**src/rtl/spi_pkg.sv**
```systemverilog
// -----------------------------------------------------------------------------
// spi_pkg
// Shared definitions for the SPI secondary: FSM state encoding, default
// parameter values and the fill pattern shifted out when no tx word is ready.
// -----------------------------------------------------------------------------
package spi_pkg;

   // Secondary FSM states
   typedef enum logic [1:0] {
      IDLE  = 2'd0,
      LOAD  = 2'd1,
      SHIFT = 2'd2
   } spi_state_e;

   localparam int DWIDTH_DEF      = 8;
   localparam int SYNC_STAGES_DEF = 2;

   // Pattern shifted out on underrun; sliced to DWIDTH by the user (DWIDTH <= 64)
   localparam logic [63:0] IDLE_FILL = {64{1'b1}};

endpackage : spi_pkg

```
**src/rtl/spi_sync_edge.sv**
```systemverilog
// -----------------------------------------------------------------------------
// spi_sync_edge
// Multi-flop synchronizer for one asynchronous input, followed by one extra
// flop so that rising/falling transitions of the synchronized level are
// reported as single-cycle strobes.
//
// The chain resets to 0, so an input that is already low when reset is
// released never produces a fall strobe: it must first be seen high.
//
// Ports:
//   clk  in   system clock
//   rst  in   synchronous active-high reset
//   d    in   asynchronous input
//   rise out  one-cycle strobe, synchronized level went 0 -> 1
//   fall out  one-cycle strobe, synchronized level went 1 -> 0
// -----------------------------------------------------------------------------
module spi_sync_edge #(
   parameter int SYNC_STAGES = 2
) (
   input  logic clk,
   input  logic rst,
   input  logic d,
   output logic rise,
   output logic fall
);

   logic [SYNC_STAGES-1:0] sync_r;
   logic                   prev_r;
   logic                   level_s;

   assign level_s = sync_r[SYNC_STAGES-1];

   // Synchronizer chain plus the edge-compare flop
   always_ff @(posedge clk) begin
      if (rst) begin
         sync_r <= {SYNC_STAGES{1'b0}};
         prev_r <= 1'b0;
      end else begin
         sync_r <= {sync_r[SYNC_STAGES-2:0], d};
         prev_r <= level_s;
      end
   end

   assign rise = level_s & ~prev_r;
   assign fall = ~level_s & prev_r;

endmodule : spi_sync_edge

```
**src/rtl/spi_secondary.sv**
```systemverilog
// -----------------------------------------------------------------------------
// spi_secondary
// System-clocked SPI mode-0 secondary. sclk, cs_n and mosi are oversampled on
// clk; mosi is captured on sclk rising edges, miso advances on falling edges,
// MSB first. A one-word tx holding register feeds the shifter; completed rx
// words are presented on rx_data with an rx_valid indication.
//
// Optional build macro SPI_SECONDARY_RX_ACK_EN:
//   adds rx_ready (in) and overrun (out, sticky); rx_valid then holds until
//   accepted, and a word completing while rx_valid is high sets overrun.
//   Without it, rx_valid is a one-cycle pulse per completed word.
//
// Ports:
//   clk, rst          system clock, synchronous active-high reset
//   sclk, cs_n, mosi  asynchronous SPI bus inputs
//   miso              registered serial output
//   tx_data/valid/ready  tx holding register load handshake
//   rx_data, rx_valid last received word and its valid indication
//   busy              synchronized cs_n is low
//   underrun          one-cycle pulse: word started with empty holding reg
//   rx_ready, overrun (SPI_SECONDARY_RX_ACK_EN only)
// -----------------------------------------------------------------------------
module spi_secondary
   import spi_pkg::*;
#(
   parameter int DWIDTH      = DWIDTH_DEF,
   parameter int SYNC_STAGES = SYNC_STAGES_DEF
) (
   input  logic              clk,
   input  logic              rst,
   input  logic              sclk,
   input  logic              cs_n,
   input  logic              mosi,
   output logic              miso,
   input  logic [DWIDTH-1:0] tx_data,
   input  logic              tx_valid,
   output logic              tx_ready,
   output logic [DWIDTH-1:0] rx_data,
   output logic              rx_valid,
   output logic              busy,
`ifdef SPI_SECONDARY_RX_ACK_EN
   input  logic              rx_ready,
   output logic              overrun,
`endif
   output logic              underrun
);

   localparam int                CNT_W    = $clog2(DWIDTH);
   localparam logic [CNT_W-1:0]  LAST_BIT = CNT_W'(DWIDTH - 1);
   localparam logic [DWIDTH-1:0] FILL     = IDLE_FILL[DWIDTH-1:0];

   // Synchronized bus events
   logic                   sclk_rise_s, sclk_fall_s;
   logic                   cs_rise_s, cs_fall_s;
   logic [SYNC_STAGES-1:0] mosi_sync_r;
   logic                   mosi_s;

   // State and datapath registers with their next values
   spi_state_e        state_r, state_n;
   logic [DWIDTH-1:0] tx_sr_r, tx_sr_n;
   logic [DWIDTH-1:0] rx_sr_r, rx_sr_n;
   logic [CNT_W-1:0]  bit_cnt_r, bit_cnt_n;
   logic [DWIDTH-1:0] hold_r, hold_n;
   logic              tx_ready_r, tx_ready_n;
   logic              miso_r, miso_n;
   logic [DWIDTH-1:0] rx_data_r, rx_data_n;
   logic              rx_valid_r, rx_valid_n;
   logic              busy_r, busy_n;
   logic              underrun_r, underrun_n;
`ifdef SPI_SECONDARY_RX_ACK_EN
   logic              overrun_r, overrun_n;
`endif

   logic [DWIDTH-1:0] rx_shift_s;
   logic              word_done_s;
   // MSBs of the shifters are shifted out / overwritten and never read back
   logic              unused_msb_s;

   spi_sync_edge #(.SYNC_STAGES(SYNC_STAGES)) u_sclk_sync (
      .clk  (clk),
      .rst  (rst),
      .d    (sclk),
      .rise (sclk_rise_s),
      .fall (sclk_fall_s)
   );

   spi_sync_edge #(.SYNC_STAGES(SYNC_STAGES)) u_cs_sync (
      .clk  (clk),
      .rst  (rst),
      .d    (cs_n),
      .rise (cs_rise_s),
      .fall (cs_fall_s)
   );

   // mosi only needs a synchronized level, sampled on sclk rise strobes
   always_ff @(posedge clk) begin
      if (rst) begin
         mosi_sync_r <= {SYNC_STAGES{1'b0}};
      end else begin
         mosi_sync_r <= {mosi_sync_r[SYNC_STAGES-2:0], mosi};
      end
   end

   assign mosi_s       = mosi_sync_r[SYNC_STAGES-1];
   assign rx_shift_s   = {rx_sr_r[DWIDTH-2:0], mosi_s};
   assign unused_msb_s = rx_sr_r[DWIDTH-1] ^ tx_sr_r[DWIDTH-1];

   // Next-state and datapath logic for the transfer FSM
   always_comb begin
      state_n     = state_r;
      tx_sr_n     = tx_sr_r;
      rx_sr_n     = rx_sr_r;
      bit_cnt_n   = bit_cnt_r;
      hold_n      = hold_r;
      tx_ready_n  = tx_ready_r;
      miso_n      = miso_r;
      rx_data_n   = rx_data_r;
      underrun_n  = 1'b0;
      word_done_s = 1'b0;

      // Local load of the holding register; never coincides with a LOAD
      // consume because that requires tx_ready_r == 0
      if (tx_valid && tx_ready_r) begin
         hold_n     = tx_data;
         tx_ready_n = 1'b0;
      end else begin
         hold_n     = hold_r;
      end

      case (state_r)
         IDLE: begin
            if (cs_fall_s) begin
               state_n = LOAD;
            end else begin
               state_n = IDLE;
            end
         end
         LOAD: begin
            if (cs_rise_s) begin
               state_n = IDLE;
            end else if (!tx_ready_r) begin
               tx_sr_n    = hold_r;
               tx_ready_n = 1'b1;
               miso_n     = hold_r[DWIDTH-1];
               state_n    = SHIFT;
            end else begin
               tx_sr_n    = FILL;
               underrun_n = 1'b1;
               miso_n     = FILL[DWIDTH-1];
               state_n    = SHIFT;
            end
         end
         SHIFT: begin
            if (sclk_rise_s) begin
               if (bit_cnt_r == LAST_BIT) begin
                  // Delivered even if cs_n rises in this same cycle
                  word_done_s = 1'b1;
                  rx_data_n   = rx_shift_s;
                  rx_sr_n     = {DWIDTH{1'b0}};
                  bit_cnt_n   = {CNT_W{1'b0}};
               end else begin
                  rx_sr_n     = rx_shift_s;
                  bit_cnt_n   = bit_cnt_r + CNT_W'(1);
               end
            end else if (sclk_fall_s) begin
               if (bit_cnt_r != {CNT_W{1'b0}}) begin
                  tx_sr_n = {tx_sr_r[DWIDTH-2:0], 1'b0};
                  miso_n  = tx_sr_r[DWIDTH-2];
               end else begin
                  // Word boundary with cs_n still low: fetch the next word
                  state_n = LOAD;
               end
            end else begin
               state_n = SHIFT;
            end
         end
         default: begin
            state_n = IDLE;
         end
      endcase

      // Deselect wins over any sclk activity in the same cycle
      if (cs_rise_s) begin
         state_n   = IDLE;
         bit_cnt_n = {CNT_W{1'b0}};
         rx_sr_n   = {DWIDTH{1'b0}};
         miso_n    = 1'b0;
      end else begin
         state_n   = state_n;
      end

      if (cs_fall_s) begin
         busy_n = 1'b1;
      end else if (cs_rise_s) begin
         busy_n = 1'b0;
      end else begin
         busy_n = busy_r;
      end

`ifdef SPI_SECONDARY_RX_ACK_EN
      overrun_n = overrun_r;
      if (word_done_s) begin
         rx_valid_n = 1'b1;
         if (rx_valid_r && !rx_ready) begin
            overrun_n = 1'b1;
         end else begin
            overrun_n = overrun_r;
         end
      end else if (rx_valid_r && rx_ready) begin
         rx_valid_n = 1'b0;
      end else begin
         rx_valid_n = rx_valid_r;
      end
`else
      rx_valid_n = word_done_s;
`endif
   end

   // State and datapath register bank
   always_ff @(posedge clk) begin
      if (rst) begin
         state_r    <= IDLE;
         tx_sr_r    <= {DWIDTH{1'b0}};
         rx_sr_r    <= {DWIDTH{1'b0}};
         bit_cnt_r  <= {CNT_W{1'b0}};
         hold_r     <= {DWIDTH{1'b0}};
         tx_ready_r <= 1'b1;
         miso_r     <= 1'b0;
         rx_data_r  <= {DWIDTH{1'b0}};
         rx_valid_r <= 1'b0;
         busy_r     <= 1'b0;
         underrun_r <= 1'b0;
`ifdef SPI_SECONDARY_RX_ACK_EN
         overrun_r  <= 1'b0;
`endif
      end else begin
         state_r    <= state_n;
         tx_sr_r    <= tx_sr_n;
         rx_sr_r    <= rx_sr_n;
         bit_cnt_r  <= bit_cnt_n;
         hold_r     <= hold_n;
         tx_ready_r <= tx_ready_n;
         miso_r     <= miso_n;
         rx_data_r  <= rx_data_n;
         rx_valid_r <= rx_valid_n;
         busy_r     <= busy_n;
         underrun_r <= underrun_n;
`ifdef SPI_SECONDARY_RX_ACK_EN
         overrun_r  <= overrun_n;
`endif
      end
   end

   assign miso     = miso_r;
   assign tx_ready = tx_ready_r;
   assign rx_data  = rx_data_r;
   assign rx_valid = rx_valid_r;
   assign busy     = busy_r;
   assign underrun = underrun_r;
`ifdef SPI_SECONDARY_RX_ACK_EN
   assign overrun  = overrun_r;
`endif

endmodule : spi_secondary

```
**config.mk**
```make
export PLATFORM = sky130hd
export DESIGN_NAME = spi_secondary
export DESIGN_NICKNAME = d
export VERILOG_FILES = /design/src/rtl/spi_pkg.sv /design/src/rtl/spi_sync_edge.sv /design/src/rtl/spi_secondary.sv
export SDC_FILE = /design/constraint.sdc
export NUM_CORES = 1
export LEC_CHECK = 0
export ABC_AREA = 1
export CAP_MARGIN = 20
export CORE_ASPECT_RATIO = 0.9
export CORE_MARGIN = 1.5
export CORE_UTILIZATION = 45
export DETAILED_ROUTE_END_ITERATION = 8
export PLACE_DENSITY = 0.8
export SYNTH_ARGS = -nofsm -noshare
export SYNTH_HDL_FRONTEND = slang
export SYNTH_SLANG_ARGS = --single-unit
```
**constraint.sdc**
```tcl
create_clock -name clk -period 3 [get_ports clk]
set_clock_uncertainty 0.2 [all_clocks]
set_input_delay 0.45 -clock clk [delete_from_list [all_inputs] [get_ports clk]]
set_output_delay 0.45 -clock clk [all_outputs]
set_load 0.01 [all_outputs]
```
==> summary.json <==
{
  "run_status": {"value": "completed"},
  "placedCellCount": {"value": 321},
  "die_boundary_height": {"value": 65.4, "unit": "um"},
  "synth.distinct_cells": {"value": 22},
  "hold-worst-slack": {"value": 0.208, "unit": "ns"},
  "final_clock_period_utilization_by_the_worst_path": {"value": 69.4, "unit": "%"},
  "hold_path_depth": {"value": 2},
  "port_buffers": {"value": 26},
  "report.final.hold_viol_count": {"value": 0},
  "synth_sequential_area_ratio": {"value": 49.4, "unit": "%"},
  "finalMaxSlewViolations": {"value": 0},
  "cap_viol_max_count": {"value": 0},
  "clk_transition_reported_paths": {"value": 0.08, "unit": "ns"},
  "final_antenna_net_count": {"value": 0},
  "criticalPathCategory": {"value": "flip-flop to primary output"},
  "combinational_group_share_of_total_power": {"value": 8.1, "unit": "%"},
  "setup_failing_eps_final": {"value": 0},
  "global_route.usage.total": {"value": 17.5, "unit": "%"},
  "gp_congestion": {"value": 0.850},
  "final_layout_size_suffix_gt1_share": {"value": 5.00, "unit": "%"},
  "vias_per_cell": {"value": 4.92},
  "grt_pass1_wl": {"value": 6.59, "unit": "mm"},
  "cts_tree": {"value": "yes"},
  "core_area": {"value": 4100, "unit": "um2"},
  "swShare": {"value": 24.0, "unit": "%"},
  "pwr-share-clk": {"value": 32.4, "unit": "%"},
  "ctsResizeCount": {"value": 0},
  "worst_ir_drop_on_vdd": {"value": 0.000270, "unit": "V"},
  "worst_hold_path_type": {"value": "flip-flop to flip-flop"},
  "most-common-layout-cells": {"value": "sky130_fd_sc_hd__nor2_1, sky130_fd_sc_hd__dfxtp_1, sky130_fd_sc_hd__nand2_1, sky130_fd_sc_hd__o21ai_0, sky130_fd_sc_hd__clkdlybuf4s50_1"},
  "final_common_cell": {"value": "sky130_fd_sc_hd__nor2_1"},
  "final_core_util": {"value": 55.9, "unit": "%"},
  "clockBufferDepth": {"value": 2},
  "detail_route.wirelength": {"value": 3.60, "unit": "mm"},
  "min-delay-start": {"value": "u_sclk_sync.sync_r[0]$_SDFF_PP0_"},
  "synthesized_instance_count": {"value": 254},
  "period_needed": {"value": 2.08, "unit": "ns"},
  "synth_mux_area_share": {"value": 0, "unit": "%"},
  "n_antenna_cell": {"value": 0},
  "clock_insertion_delay_worst_skew": {"value": 0.29, "unit": "ns"},
  "hpwl": {"value": 2.45, "unit": "mm"},
  "regToRegEndpoint": {"value": "rx_data[7]$_SDFFE_PP0P_"},
  "timing.critical_path.cells": {"value": "clkdlybuf4s50_1"},
  "syn_area_per_cell": {"value": 7.66, "unit": "um2"},
  "tightestPinTransition": {"value": 0.649, "unit": "ns"},
  "fmax": {"value": 480, "unit": "MHz"},
  "fp-row-count": {"value": 22},
  "cts_num_sinks": {"value": 48},
  "fp.dieArea": {"value": 4730, "unit": "um2"},
  "fin_ws": {"value": 0.917, "unit": "ns"},
  "post_synth_fa_ha_maj_area_fraction": {"value": 3.21, "unit": "%"},
  "worstPathBufferInverterCount": {"value": 1},
  "fin_setup_tns": {"value": 0, "unit": "ns"},
  "stdcell_area": {"value": 2290, "unit": "um2"},
  "cp_data_required_time": {"value": 2.35, "unit": "ns"},
  "grt_max_degree": {"value": 26},
  "ys_warn_count": {"value": 0},
  "postPlaceCellArea": {"value": 2210, "unit": "um2"},
  "nets": {"value": 299},
  "internal_power": {"value": 0.856, "unit": "mW"},
  "holdPathEnd": {"value": "u_sclk_sync.sync_r[1]$_SDFF_PP0_"},
  "reg2regPathDepth": {"value": 7},
  "die_width": {"value": 72.3, "unit": "um"},
  "post_synth_xor_area_fraction": {"value": 0, "unit": "%"},
  "total_power": {"value": 1.13, "unit": "mW"},
  "critPathMaxStageDelay": {"value": 0.61, "unit": "ns"},
  "vias": {"value": 1613},
  "power.sequential.fraction": {"value": 59.5, "unit": "%"},
  "synth_simple_gate_area_share": {"value": 27.2, "unit": "%"},
  "ff2ff_setup_slack": {"value": 1.22, "unit": "ns"},
  "synthesis.nets": {"value": 273},
  "cts.repair_timing.setup_buffer_count": {"value": 0},
  "synth-seq-cells": {"value": 48},
  "synth_top_family_by_area": {"value": "simple AND/OR/NAND/NOR gates"},
  "synth_compound_area_share": {"value": 12.5, "unit": "%"},
  "worstSetupEndpointType": {"value": "primary output"},
  "critical_path.top_delay_family": {"value": "buffers and inverters"},
  "synthesis.area": {"value": 1950, "unit": "um2"},
  "instances_no_fill": {"value": 328},
  "antenna_violations_before_repair": {"value": 0},
  "cp_max_fo": {"value": 12},
  "hold_buffers_post_cts": {"value": 0},
  "max-slew-margin-rel": {"value": 56.7, "unit": "%"},
  "wire_per_inst": {"value": 11.0, "unit": "um"},
  "initial_utilization": {"value": 47.5, "unit": "%"},
  "timing.critical_path.slowest_stage_cell": {"value": "sky130_fd_sc_hd__clkdlybuf4s50_1"},
  "root_buffer": {"value": "sky130_fd_sc_hd__clkbuf_8"},
  "tritoncts.num_buffers": {"value": 5},
  "number_of_drc_markers_in_iteration_0": {"value": 123},
  "cts-htree-levels": {"value": 2},
  "io-pin-count": {"value": 27},
  "rsz_0062_raised_after_global_routing": {"value": "no"},
  "dp_worst_setup_slack": {"value": 0.711, "unit": "ns"},
  "dr.pass1.iters": {"value": 4},
  "power_per_cell_area": {"value": 491, "unit": "nW/um2"},
  "grt_remaining_overflow": {"value": 0},
  "number_of_global_route_vias_before_repair": {"value": 1502},
  "p_leak": {"value": 1.03, "unit": "nW"},
  "area.growth.synth_to_final": {"value": 17.9, "unit": "%"},
  "switching_power": {"value": 0.270, "unit": "mW"},
  "post-route-drc-count": {"value": 0},
  "startpoint_type": {"value": "flip-flop"},
  "timing.critical_path.arrival": {"value": 1.43, "unit": "ns"},
  "regToRegStartpoint": {"value": "bit_cnt_r[0]$_SDFFE_PP0P_"}
}
worst max-delay path by stage:
stage / from / to / slack, ns / cells after the start
after floorplan: bit_cnt_r[0]$_SDFFE_PP0P_ / rx_data[0]$_SDFFE_PP0P_ / 1.44 / 7
after global placement: rst / busy$_SDFFE_PP0P_ / 0.78 / 4
after detailed placement: rst / hold_r[0]$_SDFFE_PP0P_ / 0.71 / 4
after CTS: tx_ready$_SDFF_PP1_ / tx_ready / 0.91 / 1
after global routing: tx_ready$_SDFF_PP1_ / tx_ready / 0.83 / 1
final: tx_ready$_SDFF_PP1_ / tx_ready / 0.92 / 1
metal layers:
| layer | track usage, % | vias to the layer above | routed length [um] |
|---|---|---|---|
| li1 | - | 858 | - |
| met1 | 22.9 | 730 | 1780 |
| met2 | 28.6 | 20 | 1680 |
| met3 | 3.68 | 5 | 90 |
| met4 | 6.37 | 0 | 48 |
| met5 | 0 | - | 0 |
power by group through the flow:
stage                     registers (mW)  clock network (mW)  logic, mW
after floorplan                    0.681                   0     0.0596
after global placement             0.684                   0     0.0888
after detailed placement           0.685                   0     0.0909
after CTS                          0.670               0.374     0.0920
final                              0.670               0.365     0.0911
after global routing               0.673               0.401      0.106
cell families after synthesis:
kind of cell,after synthesis
compound gates,48
buf+inv,33
fa+ha+maj,5
simple gates,120
flops,48
registers in the layout (all words and copies together), names as in the netlist, 2 cells and up:
| signal | cells |
|---|---|
| u_sclk_sync.sync_r | 2 |
| rx_sr_r | 7 |
| mosi_sync_r | 2 |
| tx_sr_r | 7 |
| state_r | 2 |
| u_cs_sync.sync_r | 2 |
| rx_data | 8 |
| bit_cnt_r | 3 |
| hold_r | 8 |
cell usage after synthesis (all sizes together):
| cell type | count | area share (%) |
|---|---|---|
| ha | 5 | 3.2 |
| o211ai | 1 | 0.39 |
| dfxtp | 48 | 49 |
| clkinv | 1 | 0.19 |
| a21oi | 17 | 4.4 |
| nand2 | 42 | 8.5 |
| nand3b | 6 | 2.3 |
| o21ai | 30 | 7.7 |
| buf | 5 | 2.4 |
| nor2 | 62 | 13 |
| nand3 | 9 | 3.0 |
| nor3 | 1 | 0.26 |
| inv | 25 | 4.8 |
| clkbuf | 2 | 0.39 |
final cells by class:
class / instances / area (um2)
Fill cell: 357 / 1810
Sequential cell: 48 / 961
Multi-Input combinational cell: 173 / 835
Timing Repair Buffer: 26 / 260
Inverter: 26 / 97.6
Clock buffer: 5 / 68.8
Tap cell: 48 / 60.1
Clock inverter: 2 / 12.5
Note: power is estimated with default switching activity, not from simulation.
